**src/rtl/seg_pkg.sv**
```systemverilog
// Shared 7-segment definitions: active-low patterns (bit6=g .. bit0=a),
// digit kind encodings and scan FSM states.
package seg_pkg;

    typedef enum logic [1:0] {
        KIND_BLANK = 2'b00,
        KIND_HEX   = 2'b01,
        KIND_DASH  = 2'b10,
        KIND_INV   = 2'b11
    } kind_e;

    typedef enum logic [1:0] {
        ST_WAIT   = 2'b00,
        ST_SETTLE = 2'b01,
        ST_HOLD   = 2'b10
    } state_e;

    typedef struct packed {
        kind_e      kind;
        logic [3:0] value;
    } seg_dec_t;

    localparam logic [6:0] SEG_BLANK = 7'b1111111;
    localparam logic [6:0] SEG_DASH  = 7'b0111111;

    localparam logic [6:0] HEX_PAT [16] = '{
        7'b1000000, 7'b1111001, 7'b0100100, 7'b0110000,
        7'b0011001, 7'b0010010, 7'b0000010, 7'b1111000,
        7'b0000000, 7'b0010000, 7'b0001000, 7'b0000011,
        7'b1000110, 7'b0100001, 7'b0000110, 7'b0001110
    };

    // True when exactly one active-low anode is driven.
    function automatic logic an_onehot(input logic [3:0] an);
        int zeros;
        zeros = 0;
        for (int i = 0; i < 4; i++)
            if (!an[i]) zeros++;
        return (zeros == 1);
    endfunction

endpackage

```
**src/rtl/seg_pattern_decode.sv**
```systemverilog
// Combinational decode of one active-low segment pattern into kind and value.
module seg_pattern_decode
    import seg_pkg::*;
(
    input  logic [6:0] seg,
    output logic [1:0] kind,
    output logic [3:0] value
);

    seg_dec_t dec;

    always_comb begin
        dec.kind  = KIND_INV;
        dec.value = 4'd0;
        if (seg == SEG_BLANK) begin
            dec.kind = KIND_BLANK;
        end else if (seg == SEG_DASH) begin
            dec.kind = KIND_DASH;
        end else begin
            for (int i = 0; i < 16; i++) begin
                if (seg == HEX_PAT[i]) begin
                    dec.kind  = KIND_HEX;
                    dec.value = 4'(i);
                end
            end
        end
    end

    assign kind  = dec.kind;
    assign value = dec.value;

endmodule

```
**src/rtl/seg_scan_decoder.sv**
```systemverilog
// Receive side of a multiplexed 7-segment bus: synchronises seg/an, waits for
// each digit to settle, decodes it into per-digit registers and flags frames/idle.
module seg_scan_decoder
    import seg_pkg::*;
#(
    parameter int STABLE_CYCLES  = 16,
    parameter int TIMEOUT_CYCLES = 100000
) (
    input  logic        clk,
    input  logic        rst_n,
    input  logic [6:0]  seg_in,
    input  logic [3:0]  an_in,
    output logic [15:0] digits_o,
    output logic [7:0]  kind_o,
    output logic        frame_o,
    output logic        idle_o
);

    localparam int CW = $clog2(STABLE_CYCLES + 1);
    localparam int TW = $clog2(TIMEOUT_CYCLES + 1);

    logic [1:0][10:0] sync_pipe;
    logic [10:0]      cur, prev;
    logic [CW-1:0]    stab_cnt;
    logic [TW-1:0]    tmo_cnt, tmo_cnt_d;
    logic [3:0]       seen_q, seen_nx;
    state_e           state_q, state_d;
    logic             change, settled, an_ok, capture;
    logic [1:0]       idx;
    logic [1:0]       dec_kind;
    logic [3:0]       dec_value;

    always_ff @(posedge clk or negedge rst_n) begin
        if (!rst_n) begin
            sync_pipe <= '1;
            prev      <= '1;
        end else begin
            sync_pipe[0] <= {an_in, seg_in};
            sync_pipe[1] <= sync_pipe[0];
            prev         <= sync_pipe[1];
        end
    end

    assign cur    = sync_pipe[1];
    assign change = (cur != prev);
    assign an_ok  = an_onehot(cur[10:7]);
    // cur has already held for one cycle by the time it matches prev, so the
    // window closes one count early; >= also covers a HOLD->WAIT->SETTLE re-entry.
    assign settled = !change && (stab_cnt >= CW'(STABLE_CYCLES - 2));

    always_ff @(posedge clk or negedge rst_n) begin
        if (!rst_n)
            stab_cnt <= '0;
        else if (change)
            stab_cnt <= '0;
        else if (stab_cnt != CW'(STABLE_CYCLES))
            stab_cnt <= stab_cnt + 1'b1;
    end

    always_ff @(posedge clk or negedge rst_n) begin
        if (!rst_n) state_q <= ST_WAIT;
        else        state_q <= state_d;
    end

    always_comb begin
        state_d = state_q;
        capture = 1'b0;
        case (state_q)
            ST_WAIT: begin
                if (an_ok) begin
                    if (settled) begin
                        capture = 1'b1;
                        state_d = ST_HOLD;
                    end else begin
                        state_d = ST_SETTLE;
                    end
                end
            end
            ST_SETTLE: begin
                if (!an_ok) begin
                    state_d = ST_WAIT;
                end else if (settled) begin
                    capture = 1'b1;
                    state_d = ST_HOLD;
                end
            end
            ST_HOLD: begin
                if (change) state_d = ST_WAIT;
            end
            default: state_d = ST_WAIT;
        endcase
    end

    always_comb begin
        idx = 2'd0;
        for (int i = 0; i < 4; i++)
            if (!cur[7+i]) idx = 2'(i);
    end

    seg_pattern_decode u_dec (
        .seg   (cur[6:0]),
        .kind  (dec_kind),
        .value (dec_value)
    );

    assign seen_nx = seen_q | (4'b0001 << idx);

    always_ff @(posedge clk or negedge rst_n) begin
        if (!rst_n) begin
            digits_o <= '0;
            kind_o   <= '0;
            seen_q   <= '0;
            frame_o  <= 1'b0;
        end else begin
            frame_o <= 1'b0;
            if (capture) begin
                digits_o[4*idx +: 4] <= dec_value;
                kind_o[2*idx +: 2]   <= dec_kind;
                if (seen_nx == 4'b1111) begin
                    frame_o <= 1'b1;
                    seen_q  <= '0;
                end else begin
                    seen_q  <= seen_nx;
                end
            end
        end
    end

    always_comb begin
        if (capture)
            tmo_cnt_d = '0;
        else if (tmo_cnt == TW'(TIMEOUT_CYCLES))
            tmo_cnt_d = tmo_cnt;
        else
            tmo_cnt_d = tmo_cnt + 1'b1;
    end

    always_ff @(posedge clk or negedge rst_n) begin
        if (!rst_n) begin
            tmo_cnt <= '0;
            idle_o  <= 1'b0;
        end else begin
            tmo_cnt <= tmo_cnt_d;
            idle_o  <= !capture && (tmo_cnt_d == TW'(TIMEOUT_CYCLES));
        end
    end

endmodule
```
**config.mk**
```make
export PLATFORM = sky130hd
export DESIGN_NAME = seg_scan_decoder
export DESIGN_NICKNAME = d
export VERILOG_FILES = /design/src/rtl/seg_pkg.sv /design/src/rtl/seg_pattern_decode.sv /design/src/rtl/seg_scan_decoder.sv
export SDC_FILE = /design/constraint.sdc
export NUM_CORES = 1
export LEC_CHECK = 0
export ABC_AREA = 0
export ABC_CLOCK_PERIOD_IN_PS = 8700
export CELL_PAD_IN_SITES_DETAIL_PLACEMENT = 1
export CELL_PAD_IN_SITES_GLOBAL_PLACEMENT = 2
export CORE_MARGIN = 4
export CORE_UTILIZATION = 41
export DETAILED_ROUTE_END_ITERATION = 16
export HOLD_SLACK_MARGIN = 0.06
export PLACE_DENSITY = 0.92
export SLEW_MARGIN = 0
export SYNTH_ARGS = -nofsm -noshare
export SYNTH_HDL_FRONTEND = slang
export SYNTH_SLANG_ARGS = --single-unit
```
**constraint.sdc**
```tcl
create_clock -name clk -period 8.7 [get_ports clk]
set_clock_uncertainty 0.15 [all_clocks]
set_input_delay 1.74 -clock clk [delete_from_list [all_inputs] [get_ports clk]]
set_output_delay 1.74 -clock clk [all_outputs]
set_load 0.01 [all_outputs]
```
==> flow_metrics.env <==
export IMPL_outcome="completed"
export IMPL_synth_flop_cell="dfrtp_1"
export IMPL_antenna_found_initial=0
export IMPL_cts_repair_resize_count=0
export IMPL_yosysWarnings=0
export IMPL_min_delay_start="sync_pipe[9]$_DFF_PN1_"
export IMPL_critPathLaunchType="flip-flop"
export IMPL_synth_seq_cells=87
export IMPL_crit_required_ns=8.80
export IMPL_drc=0
export IMPL_finalSetupViolations=0
export IMPL_reg2reg_setup_slack_ns=4.47
export IMPL_start_util=0.417
export IMPL_die_area_sq_um=11600
export IMPL_hp_class="reg2reg"
export IMPL_ir_drop_mv=0.0922
export IMPL_syn_instance_count=352
export IMPL_avgSynthCellArea_sq_um=11.5
export IMPL_dp_hpwl_mm=6.23
export IMPL_dieHeight_um=108
export IMPL_numCtsBuffers=9
export IMPL_path_clk_slew_ns=0.09
export IMPL_place_congestion=0.787
export IMPL_fin_area_sq_um=4730
export IMPL_tightest_slew_ns=1.11
export IMPL_drive_above_1_share=0.214
export IMPL_critPathMaxFanout=20
export IMPL_tns_ns=0
export IMPL_relSlewSlack=0.244
export IMPL_crit_chain="inv_1 > ha_1 > xnor2_1 > ha_1 > o311ai_0 > or4b_1 > nor3_4 > nand4_2 > mux2_2"
export IMPL_rr_worst_depth=9
export IMPL_path_common_cell="ha_1"
export IMPL_post_cts_setup_buffers=0
export IMPL_rows=36
export IMPL_power_density_nw_per_um2=166
export IMPL_fin_util=0.487
export IMPL_syn_nets=373
export IMPL_period_minus_slack_ns=4.23
export IMPL_worst_path_dominant_cell_family="simple AND/OR/NAND/NOR gates"
export IMPL_min_path_cells=0
export IMPL_numClockSinks=87
export IMPL_min_period_over_period=0.486
export IMPL_place_inst=504
export IMPL_grt_total_usage=0.173
export IMPL_hold_buffers=0
export IMPL_ant_nets=0
export IMPL_slowest_delay_ns=0.79
export IMPL_drt_pass1_iter_count=4
export IMPL_yosysTopAreaCell="dfrtp_1"
export IMPL_rsz0062_at_grt="false"
export IMPL_io_pins=39
export IMPL_reg2reg_from="cur[8]$_DFF_PN1_"
export IMPL_ys_seq_area_frac=0.546
export IMPL_portBuffers=38
export IMPL_arrival_ns=4.33
export IMPL_slew_violations=0
export IMPL_grt_pass1_wl_mm=15.6
export IMPL_grt_pass1_vias=2988
export IMPL_leakagePower_uw=0.00199
export IMPL_maxCapViolCount=0
export IMPL_worst_path_buf_inv=1
export IMPL_num_vias=2757
export IMPL_drt_total_wl_mm=8.94
export IMPL_detail_route_iter0_violations=94
export IMPL_htree_levels=3
export IMPL_dpl_instance_area_sq_um=4510
export IMPL_area_growth_pct=16.6
export IMPL_final_net_count=403
export IMPL_via_per_inst=5.30
export IMPL_wire_per_inst_um=17.2
export IMPL_final_cells=520
export IMPL_synth_edff_count=0
export IMPL_antenna_cells=0
export IMPL_cts_root_buffer="clkbuf_8"
export IMPL_crit_path_end_kind="flip-flop"
export IMPL_cts_max_path_buffers=2
export IMPL_core_area_sq_um=9730
export IMPL_synth_top_area_frac=0.333
export IMPL_r2r_end="kind_o[1]$_DFFE_PN0P_"
export IMPL_die_w_um=108
export IMPL_cts_tree="built"
export IMPL_synth_area_leaders="dfrtp_1 (33%), dfstp_2 (21%), mux2_2 (6.4%), xor2_1 (4.7%), nor2_1 (3.0%)"
export IMPL_async_reset_ff_frac=1.00
export IMPL_holdPathEnd="cur[9]$_DFF_PN1_"
export IMPL_syn_cell_area_sq_um=4060
export IMPL_hold_viol=0
export IMPL_synth_cell_types=59
export IMPL_grt_max_degree=59
export IMPL_clk_latency_ns=0.36
export IMPL_hold_ws_ns=0.209
export IMPL_fmax_mhz=236
export IMPL_crit_slowest_cell="nor3_4"
export IMPL_overflow=0
export IMPL_path_class="reg2reg"
==> registers in the layout, summed over array words and instances (netlist names), 2 cells and up <==
register and flops:
tmo_cnt 17, digits_o 16, cur 11, prev 11
sync_pipe 11, kind_o 8, stab_cnt 5, seen_q 4
state_q 2
==> placed cells by master, fill, tap and decap left out, drive strengths merged, types with 5 or more instances in the layout <==
cell | synthesis | layout
nor4 | 7 | 7
inv | 14 | 17
clkdlybuf4s50 | 0 | 37
xor2 | 22 | 22
nand3 | 13 | 13
nand4 | 12 | 12
mux2 | 24 | 24
xnor2 | 14 | 14
a21oi | 11 | 11
mux2i | 5 | 5
dfrtp | 54 | 54
dfstp | 33 | 33
nor3 | 13 | 13
ha | 8 | 8
clkbuf | 15 | 9
nand2 | 14 | 14
nor2 | 33 | 33
==> cell families after synthesis <==
group                      count (synthesis)  share of synthesized area
xor gates and xnor gates                  36                     0.0776
muxes                                     29                     0.0789
buffers and inverters                     34                     0.0388
adders and majority gates                  8                     0.0246
DFF                                       87                      0.546
AOI/OAI and AO/OA                         40                     0.0672
and+or+nand+nor                          118                      0.167
==> through the flow <==
stage,power [uW],worst slack [ns]
after global placement,475,4.64
after global routing,825,4.23
final,788,4.47
after detailed placement,477,4.50
after floorplan,458,5.34
after CTS,799,4.43
==> cells in the mapped netlist (2+ instances only) <==
library cell / n
dfrtp_1: 54
and3_1: 3
nand2_1: 13
or3_1: 3
dfstp_2: 33
mux2_2: 23
nand3b_1: 4
a31oi_1: 2
clkbuf_1: 14
nor2b_1: 4
ha_1: 8
nor2_1: 33
a21boi_0: 3
xor2_1: 22
a2111oi_0: 2
inv_1: 14
o21ai_0: 4
a21oi_1: 11
o32ai_1: 2
nand4_1: 10
nand3_1: 12
nor3_1: 12
a211oi_1: 4
nor4_1: 5
nand2b_1: 2
and4_1: 2
nor3b_1: 2
mux2i_1: 5
buf_6: 2
o22ai_1: 2
xnor2_1: 14
==> worst reg2reg max path, cell delays in order (launching register included) <==
cell and delay [ns]:
dfstp_2 0.60, inv_1 0.11, ha_1 0.35, xnor2_1 0.16, ha_1 0.32, o311ai_0 0.32, or4b_1 0.63, nor3_4 0.79
nand4_2 0.34, mux2_2 0.36
==> per-layer routing <==
metal | vias to the layer above | GRT usage | part of all wire
li1 | 1288 | - | -
met1 | 1415 | 0.235 | 0.47
met2 | 41 | 0.270 | 0.48
met3 | 13 | 0.0408 | 0.030
met4 | 0 | 0.0658 | 0.020
met5 | - | 0 | 0
==> layout make-up <==
| class | count | area [sq um] |
|---|---|---|
| well taps | 133 | 166 |
| clock inverters | 7 | 103 |
| flip-flops and latches | 87 | 2220 |
| clock buffers | 9 | 124 |
| fillers | 1082 | 4990 |
| inverters | 14 | 52.6 |
| repair buffers | 39 | 385 |
| multi-input cells | 231 | 1690 |
==> how the worst max path moves through the flow <==
stage                     start                 endpoint  slack [ns]  depth (start not counted)
3_5_place_dp   cur[8]$_DFF_PN1_  digits_o[3]$_DFFE_PN0P_        4.50                          9
4_1_cts        cur[8]$_DFF_PN1_    kind_o[1]$_DFFE_PN0P_        4.43                          9
3_3_place_gp   cur[8]$_DFF_PN1_    kind_o[0]$_DFFE_PN0P_        4.64                          9
2_1_floorplan  cur[8]$_DFF_PN1_    kind_o[3]$_DFFE_PN0P_        5.34                         11
5_1_grt        cur[8]$_DFF_PN1_  digits_o[3]$_DFFE_PN0P_        4.23                          9
6_report       cur[8]$_DFF_PN1_    kind_o[1]$_DFFE_PN0P_        4.47                          9
==> power breakdown <==
group / switching [uW] / internal (uW) / leakage, uW / total [uW]
combinational: 21.1 / 16.2 / 0.000789 / 37.3
sequential: 12.9 / 419 / 0.00109 / 432
clock: 154 / 165 / 0.000111 / 319
total: 188 / 601 / 0.00199 / 788
(Power assumes the default switching activity.)
